[config.mk]
export PLATFORM = sky130hd
export DESIGN_NAME = seg_scanner
export DESIGN_NICKNAME = d
export VERILOG_FILES = /design/src/rtl/seg_pkg.sv /design/src/rtl/bcd_to_seg.sv /design/src/rtl/seg_scanner.sv
export SDC_FILE = /design/constraint.sdc
export NUM_CORES = 1
export LEC_CHECK = 0
export ABC_AREA = 1
export CORE_AREA = 4 4 61 105
export CTS_BUF_LIST = sky130_fd_sc_hd__clkbuf_8
export DETAILED_ROUTE_END_ITERATION = 10
export DIE_AREA = 0 0 65 109
export PLACE_DENSITY = 0.79
export SYNTH_ARGS = -nofsm -noshare
export SYNTH_HDL_FRONTEND = slang
export SYNTH_SLANG_ARGS = --single-unit
export TNS_END_PERCENT = 100
[constraint.sdc]
create_clock -name clk -period 1.6 [get_ports clk]
set_input_delay 0.32 -clock clk [delete_from_list [all_inputs] [get_ports clk]]
set_output_delay 0.32 -clock clk [all_outputs]
set_load 0.05 [all_outputs]
[src/rtl/seg_pkg.sv]
// seg_pkg: shared digit count, seven-segment patterns (gfedcba, active-high) and blank code
package seg_pkg;
    localparam int NUM_DIGITS = 4;
    localparam logic [6:0] BLANK = 7'h00;
    localparam logic [6:0] SEG_PAT [16] = '{
        7'h3F, 7'h06, 7'h5B, 7'h4F, 7'h66, 7'h6D, 7'h7D, 7'h07,
        7'h7F, 7'h6F, 7'h77, 7'h7C, 7'h39, 7'h5E, 7'h79, 7'h71
    };
    typedef logic [3:0] nibble_t;
endpackage

[src/rtl/bcd_to_seg.sv]
// bcd_to_seg: combinational hex nibble to active-high gfedcba segment decoder
module bcd_to_seg
    import seg_pkg::*;
(
    input  logic [3:0] nib,
    output logic [6:0] seg
);
    assign seg = SEG_PAT[nib];
endmodule

[src/rtl/seg_scanner.sv]
// seg_scanner: 4-digit multiplexed display scanner, frame-synchronous updates; SEG_SCANNER_LEADING_ZERO_BLANK_EN blanks leading zeros
module seg_scanner
    import seg_pkg::*;
#(
    parameter int REFRESH_DIV = 100000
) (
    input  logic        clk,
    input  logic        reset,
    input  logic        load,
    input  logic [15:0] value,
    output logic        pending,
    output logic [6:0]  seg,
    output logic [3:0]  an,
    output logic        frame_tick
);
    localparam int CW = $clog2(REFRESH_DIV);
    localparam int IW = $clog2(NUM_DIGITS);

    logic [CW-1:0] cnt_q, cnt_d;
    logic [IW-1:0] idx_q, idx_d;
    logic [15:0]   disp_q, disp_d, shadow_q, shadow_d;
    logic          pending_q, pending_d, tick_q, tick_d;
    logic [6:0]    seg_q, seg_d, dec;
    logic [3:0]    an_q, an_d;
    logic          tc, boundary, blank;
    nibble_t       nib;

    bcd_to_seg u_dec (.nib(nib), .seg(dec));

    always_comb begin
        tc        = cnt_q == CW'(REFRESH_DIV - 1);
        boundary  = tc && idx_q == IW'(NUM_DIGITS - 1);
        cnt_d     = tc ? '0 : cnt_q + 1'b1;
        idx_d     = tc ? idx_q + 1'b1 : idx_q;
        shadow_d  = load ? value : shadow_q;
        // display only moves at a frame boundary; a coincident load stays pending for the next one
        disp_d    = (boundary && pending_q) ? shadow_q : disp_q;
        pending_d = load || (pending_q && !boundary);
        tick_d    = boundary;
        nib       = disp_q[{idx_q, 2'b00} +: 4];
`ifdef SEG_SCANNER_LEADING_ZERO_BLANK_EN
        blank     = idx_q != '0 && (disp_q >> {idx_q, 2'b00}) == '0;
`else
        blank     = 1'b0;
`endif
        an_d      = 4'b0001 << idx_q;
        seg_d     = blank ? BLANK : dec;
    end

    always_ff @(posedge clk) begin
        if (reset) begin
            cnt_q     <= '0;
            idx_q     <= '0;
            disp_q    <= '0;
            shadow_q  <= '0;
            pending_q <= 1'b0;
            tick_q    <= 1'b0;
            seg_q     <= '0;
            an_q      <= '0;
        end else begin
            cnt_q     <= cnt_d;
            idx_q     <= idx_d;
            disp_q    <= disp_d;
            shadow_q  <= shadow_d;
            pending_q <= pending_d;
            tick_q    <= tick_d;
            seg_q     <= seg_d;
            an_q      <= an_d;
        end
    end

    assign pending    = pending_q;
    assign frame_tick = tick_q;
    assign seg        = seg_q;
    assign an         = an_q;
endmodule

Word-level counts from Yosys, hierarchy flattened
Memory sizes are Yosys's and may differ from the RTL's. A register that Yosys moved wholly into a read port is not among the register bits.
Cells that the tools add are included.

word-level totals
  ROM bits = 112
  word-level logic and storage cells = 21
  register bits after elaboration = 57
  output and inout bits = 13
  input port bits = 19
  memories = 1

memories
  name             words  bits a word  read ports  clocked after memory_dff  wr ports  RTL line         source
  (no name shown)  16     7            1           1                         0         bcd_to_seg.sv:8  assign seg = SEG_PAT[nib];

cells by class
  equality and inequality tests = 2
  reduce and logical (&&, ||, !) cells = 6
  $add $sub $neg = 2
  bitwise operators = 1
  shift-type cells = 2

operators with widths
  kind                                                                number
  17-bit by 1-bit adder with 17-bit output (second input constant)    1
  17-bit equality test (second input constant)                        1
  16-bit by 5-bit indexed part select with 4-bit output               1
  4-bit NOT with 5-bit output                                         1
  1-bit by 2-bit << shifter with 4-bit output (first input constant)  1
  1-bit logical AND                                                   3
  2-bit by 1-bit adder with 2-bit output (second input constant)      1
  2-bit equality test (second input constant)                         1
  2-bit OR reduction                                                  1
  1-bit logical NOT                                                   1
  1-bit logical OR                                                    1

Depth between registers and ports, before layout
Gate-level depths: netlist (run 1).

  depth in word-level cells = 5
  mapped depth = 12
  mapped depth without buffers = 11

By module
From an unflattened synthesis (run 1), not the netlist that was laid out.

unflattened totals
  cell total of the unflattened synthesis = 413
  area total of the unflattened synthesis = 2929.1 um^2

modules (own cells, without submodules)
  module       area an instance (um^2)  cells each  instances  seq. area each (um^2)
  seg_scanner  2643.8                   359         1          1281.2
  bcd_to_seg   285.3                    54          1          0.0

Worst setup path before layout (run 1)
OpenSTA, ideal clock, no wires.

  path kind = register -> register
  start = register idx_q[0]
  end = register seg_q[5], in the netlist seg[5]
  setup time = 0.071 ns
  data required time = 1.529 ns
  clock period less this slack = 1.722 ns
  arrival time = 1.652 ns
  setup slack = -0.122 ns
  stages on the path, launching flop included = 12
  buffers on the path = 2
  cell sequence = dfxtp_1 > buf_4 > buf_2 > a21oi_1 > o21ai_0 > nand2_1 > inv_1 > ha_1 > nand3b_1 > nand2_1 > nand2_1 > a21oi_1

on the way
  longest elaborated chain between the ends = 2

ends and longest elaborated chain
  element                                                RTL line           source
  start, declared                                        seg_scanner.sv:20  logic [IW-1:0] idx_q, idx_d;
  start signal, assigned                                 seg_scanner.sv:62  idx_q <= idx_d;
  16-bit by 5-bit indexed part select with 4-bit output  seg_scanner.sv:40  nib = disp_q[{idx_q, 2'b00} +: 4];
  4-bit NOT with 5-bit output (implied by the code)      bcd_to_seg.sv:8
  end, declared                                          seg_scanner.sv:23  logic [6:0] seg_q, seg_d, dec;

No other way between the ends.
A chain may end at the register's enable or synchronous reset.

Worst setup path in the final report (run 1)
  start = register idx_q[0]
  end = register seg_q[2], in the netlist seg[2]

The elaborated chain is that of the path after synthesis.

==> impl_metrics.ini, run 1 <==
[pwr]
p_leak_nw = 1.68
peakVddDrop_v = 0.000826
pwr_density_cell_mw_per_mm2 = 893
p_total_w = 0.00324

[clocking]
clk_pin_slew_worst_paths_ns = 0.06
h-tree-depth = 3
clk_latency_ns = 0.35
max-clock-path-buffers = 2
tritoncts = built
root_buffer = clkbuf_8
numCtsBuffers = 9
numClockSinks = 64

[placed_design]
io_buffers = 31
place_inst = 502
detailedPlacementHpwl_mm = 4.35
place.gp.congestion = 0.874

[grt]
grtUsageTotal_pct = 18.7
antenna_found_initial = 0
grt_first_pass_wirelength_mm = 10.1
grt_max_degree = 33
grt_pass1_vias = 2434
overflow = 0

[logic_synthesis]
ys_warn_count = 0
ys_seq_area_share_pct = 45.2
syn_nets = 419
yosysTopAreaCell = dfxtp_1
yosys-top-cells-area = dfxtp_1 45%, nor2_1 13%, nand2_1 9.9%, o21ai_0 4.6%, inv_1 4.1%
syn_area_mm2 = 0.00284
synth_top_area_share_pct = 45.2
syn_inst = 391
yosysUniqueCellTypes = 30
synth-seq-cells = 64
syn_area_per_cell_um2 = 7.25

[die]
start_util_pct = 51.2
die_w_um = 65
core_area_mm2 = 0.00554
io_pins = 32
rows = 36
fp.dieArea_mm2 = 0.00709
die_height_um = 109

[route]
drtAntennaViolNets = 0
vias = 2576
wl_per_cell_um = 11.6
viasPerCell = 4.93
drcViolationCount = 0
drt_first_pass_iters = 4
wirelength_mm = 6.06
first_iter_violations = 128

[setup_path]
crit_start = idx_q[0]
worst_r2r_startpoint = idx_q[0]
rrSetupSlack_ns = 0.05
worst_setup_path_start_kind = flop
rr_endpoint = seg[2]
worstPathMaxFanout = 7
worst_ep_arrival_time_ns = 1.78
cp.required_ns = 1.82
r2r_cells = 9
worst_setup_path_end_kind = flop
endpoint = seg[2]
critPathKind = flop to flop

[layout]
diodes = 0
layout_common_cells = 94 x nor2_1, 70 x nand2_1, 61 x dfxtp_1, 31 x inv_1, 29 x buf_4
final_common_cell = nor2_1
fin_cells = 523
syn_to_final_growth_pct = 28.1
drive_gt1_share_pct = 20.1
fin_nets = 470
fill_cells = 494

[sta]
max_slew_margin_pct = 80.6
setup_viol = 0
rsz0062_at_grt = yes
worst_pin_slew_ns = 0.290
max_freq_ghz = 0.644
min_period_ns = 1.55
finClkSkew_ns = 0.00838
fin_crit_sh_pct = 97.1
final_max_slew_viol_count = 0
hold_viol_final = 0

[flow_run]
drv_cap = 0

[outcome]
status = complete, no violations

[min_path]
min_path_type = flop to flop
==> state kept, by name, indices dropped and copies added, names as in the netlist <==
| signal | flops |
|---|---|
| idx_q | 2 |
| frame_tick | 1 |
| an | 4 |
| pending | 1 |
| cnt_q | 17 |
| shadow_q | 16 |
| disp_q | 16 |
| seg | 7 |
==> worst min-delay path by stage <==
stage	startpoint	slack, ns	end	cells after the start
floorplan	reset	0.40	an[3]	1
global placement	cnt_q[0]	0.43	cnt_q[0]	1
detailed placement	cnt_q[0]	0.44	cnt_q[0]	1
CTS	cnt_q[0]	0.45	cnt_q[0]	1
global route	cnt_q[0]	0.43	cnt_q[0]	1
finish	cnt_q[0]	0.42	cnt_q[0]	1
==> per-layer routing <==
| metal | share of wire, % | up-vias | GRT usage, % |
|---|---|---|---|
| li1 | - | 1328 | - |
| met1 | 37 | 1174 | 17.6 |
| met2 | 55 | 54 | 34.8 |
| met3 | 4.0 | 20 | 4.95 |
| met4 | 3.4 | 0 | 11.5 |
| met5 | 0 | - | 0 |
==> where the power goes <==
| group | internal [W] | switching [W] | total, W |
|---|---|---|---|
| combinational | 0.0000976 | 0.000114 | 0.000211 |
| sequential | 0.00164 | 0.0000234 | 0.00166 |
| clock | 0.000787 | 0.000585 | 0.00137 |
| total | 0.00252 | 0.000722 | 0.00324 |
==> per-stage QoR <==
stage,TNS (ns),area (um2),util (%),worst slack (ns),hold slack (ns)
2_1_floorplan,0,2850,-,0.00133,0.399
3_3_place_gp,-0.0281,3310,59.7,-0.0163,0.429
5_1_grt,-0.184,3630,65.5,-0.0833,0.430
6_report,0,3630,65.5,0.0467,0.416
4_1_cts,0,3520,63.5,0.0112,0.452
3_5_place_dp,-0.163,3310,59.7,-0.0704,0.439
==> cells in the mapped netlist (all sizes together) <==
cell,instances
a21oi,19
a31oi,1
buf,8
clkbuf,4
clkinv,3
dfxtp,64
ha,9
inv,36
nand2,79
nand3,14
nand3b,2
nand4,6
nor2,98
nor3,9
o211ai,1
o21ai,27
or2,3
xor2,8
==> logic make-up (layout without fill, tap and decap cells) <==
group / after synthesis / count (layout) / share of synthesized area (%)
compound gates: 48 / 48 / 9.05
xor+xnor: 8 / 8 / 2.47
fa+ha+maj: 9 / 9 / 3.97
buf+inv: 51 / 107 / 7.72
flops: 64 / 64 / 45.2
simple gates: 211 / 211 / 31.6
==> worst max-delay path, cell delays in order, from the launching register on <==
cell,delay (ns)
dfxtp_4,0.38
buf_6,0.14
o21ai_2,0.13
nand2_2,0.11
inv_2,0.11
buf_4,0.11
ha_1,0.12
inv_1,0.06
o21ai_0,0.18
a21oi_1,0.09
==> layout make-up <==
| class | instances | area (um2) | area share (%) |
|---|---|---|---|
| multi-input combinational | 276 | 1410 | 38.8 |
| timing repair buffer | 52 | 489 | 13.5 |
| inverter | 39 | 149 | 4.10 |
| tap | 76 | 95.1 | 2.62 |
| clock inverter | 5 | 47.5 | 1.31 |
| clock buffer | 11 | 151 | 4.17 |
| sequential | 64 | 1290 | 35.5 |
==> repair_timing <==
| action | in CTS | in global routing |
|---|---|---|
| pin swaps | 1 | 8 |
| resized for setup | 2 | 30 |
| endpoints found under the setup margin | 20 | 23 |
| setup buffers | 1 | 4 |
| hold buffers | 0 | 0 |
Power figures use the tool's default switching activity.
==> run 2, diff against run 1 <==
--- a/config.mk
+++ b/config.mk
@@ -11,6 +11,7 @@
 export DETAILED_ROUTE_END_ITERATION = 10
 export DIE_AREA = 0 0 65 109
 export PLACE_DENSITY = 0.79
+export SETUP_SLACK_MARGIN = 0.1
 export SYNTH_ARGS = -nofsm -noshare
 export SYNTH_HDL_FRONTEND = slang
 export SYNTH_SLANG_ARGS = --single-unit
==> run 2 against run 1 <==
  * Wire length rose by 18%
  * Register-to-register slack lost 0.09 ns
  * The run now ends with negative setup slack left
  * First-iteration DRC count increased by 13%
  * Setup slack got worse by 0.095 ns
  * Largest power group unchanged
  * Critical path type unchanged
  * Design area increased by 7.3%
  * Clock power is 4% lower
  * Via count increased by 3.3%
==> impl_metrics.ini, run 2 (synthesis gave the netlist of run 1 again) <==
[setup_path]
crit_start = idx_q[1]
worstPathMaxFanout = 8
rrSetupSlack_ns = -0.05
cp_slowest_stage_delay_ns = 0.38
critPathKind = flop to flop
cp_slowest_cell = dfxtp_4
cp.depth = 9
worst_ep_arrival_time_ns = 1.92
cp_top_family = simple AND/OR/NAND/NOR gates
worst_setup_path_end_kind = flop
path_common_cell = inv_2
worst-path-buf-inv = 3
cp.required_ns = 1.88
worst_r2r_startpoint = idx_q[1]
worst_setup_path_start_kind = flop
r2r_cells = 9
crit_chain = inv_2 -> buf_4 -> a21oi_1 -> o21ai_0 -> nand2_2 -> inv_2 -> nand3_2 -> nand2_1 -> nor2_1

[sta]
rsz0062_at_grt = yes
final_max_slew_viol_count = 0
tns_ns = -0.161
max_freq_ghz = 0.607
min_period_ns = 1.65
max_slew_margin_pct = 79.1
finClkSkew_ns = 0.00935
setup_ws_ns = -0.0480
fin_crit_sh_pct = 103
setup_viol = 6
hold_viol_final = 0
worst_pin_slew_ns = 0.311

[die]
fp.dieArea_mm2 = 0.00709
io_pins = 32
die_w_um = 65
die_height_um = 109
core_area_mm2 = 0.00554
rows = 36
start_util_pct = 51.2

[clocking]
numCtsBuffers = 9
numClockSinks = 64
clk_pin_slew_worst_paths_ns = 0.06
h-tree-depth = 3
clk_latency_ns = 0.35
root_buffer = clkbuf_8
max-clock-path-buffers = 2
hold_buffers = 0
tritoncts = built

[route]
viasPerCell = 5.05
drcViolationCount = 0
drtAntennaViolNets = 0
wirelength_mm = 7.13
drt_first_pass_iters = 4
first_iter_violations = 144
wl_per_cell_um = 13.5
vias = 2662

[placed_design]
place.gp.congestion = 0.842
place_inst = 497
dp_slack_ns = -0.0303
detailedPlacementHpwl_mm = 4.08
io_buffers = 31

[pwr]
p_sw_share_pct = 22.8
pwr_density_cell_mw_per_mm2 = 823
peakVddDrop_v = 0.000517
power_switching_w = 0.000732
comb_power_share_pct = 6.8
p_leak_nw = 1.72
intPower_w = 0.00247
pwr-share-clk_pct = 41.3
seq_power_share_pct = 51.9

[flow_run]
drv_cap = 0

[min_path]
hp-start = cnt_q[0]
min_path_type = flop to flop
whs_path_depth = 1

[layout]
largestRegisters = cnt_q: 17 flops, disp_q: 16 flops, shadow_q: 16 flops
final_common_cell = nor2_1
diodes = 0
fill_cells = 417
fin_cells = 527
fin_nets = 475
drive_gt1_share_pct = 29.3
layout_common_cells = 82 x nor2_1, 58 x dfxtp_1, 56 x nand2_1, 30 x buf_4, 27 x inv_1
largest_reg_flops = 17
largest-register = cnt_q
syn_to_final_growth_pct = 37.4

[outcome]
violations = negative setup slack
status = finished with violations

[grt]
grt_pass1_vias = 2489
overflow = 0
grtUsageTotal_pct = 19.5
antenna_found_initial = 0
grt_first_pass_wirelength_mm = 10.5
grt_max_degree = 37
[run 2: cell count changes in the layout (fill, tap and decap cells not counted), sizes merged]
cell    before  now
clkinv       4    5
inv         39   38
buf         34   36
clkbuf      11   13
[run 2: worst reg2reg max path, stage by stage (launching register included)]
cell and delay, ns:
dfxtp_4 0.38, inv_2 0.07, buf_4 0.17, a21oi_1 0.22
o21ai_0 0.20, nand2_2 0.22, inv_2 0.10, nand3_2 0.09
nand2_1 0.05, nor2_1 0.09
[run 2: final cells by class]
type	count	area [um2]	area share [%]
Clock buffer	10	138	3.53
Clock inverter	5	48.8	1.25
Inverter	39	154	3.95
Multi-Input combinational cell	276	1580	40.6
Sequential cell	64	1300	33.3
Tap cell	76	95.1	2.44
Timing Repair Buffer	57	583	15.0
[run 2: path summary, 6_finish.rpt]
path	endpoint
setup / recovery	seg[3]
hold / removal	cnt_q[0]
setup reg to reg	seg[3]
hold reg to reg	cnt_q[0]
[run 2: per-layer routing]
| layer | GRT usage [%] | wire, um | share of wire, % | vias up |
|---|---|---|---|---|
| met3 | 5.05 | 271 | 3.8 | 28 |
| met2 | 35.5 | 3850 | 54 | 83 |
| met1 | 18.9 | 2630 | 37 | 1213 |
| met5 | 0 | 0 | 0 | - |
| met4 | 13.0 | 374 | 5.2 | 0 |
| li1 | - | - | - | 1338 |
[run 2: power by group through the flow]
stage / Clock, W / Combinational (W) / Sequential [W]
after detailed placement: 0 / 0.000210 / 0.00170
after global placement: 0 / 0.000207 / 0.00169
final: 0.00132 / 0.000217 / 0.00167
after CTS: 0.00134 / 0.000211 / 0.00166
after floorplan: 0 / 0.0000724 / 0.00173
after global routing: 0.00140 / 0.000238 / 0.00167
[run 2: metrics by stage]
| stage | area [um2] | utilization (%) | total power [W] | hold slack (ns) |
|---|---|---|---|---|
| finish | 3900 | 70.3 | 0.00321 | 0.438 |
| global placement | 3300 | 59.5 | 0.00190 | 0.427 |
| floorplan | 2870 | - | 0.00180 | 0.399 |
| CTS | 3570 | 64.5 | 0.00321 | 0.420 |
| global route | 3900 | 70.3 | 0.00331 | 0.459 |
| detailed placement | 3300 | 59.5 | 0.00191 | 0.446 |
[run 2: timing repair]
item	CTS	global route
pin swaps	2	17
cloned	1	2
setup buffers	5	7
gates resized for setup	11	72
setup endpoints to repair	19	41
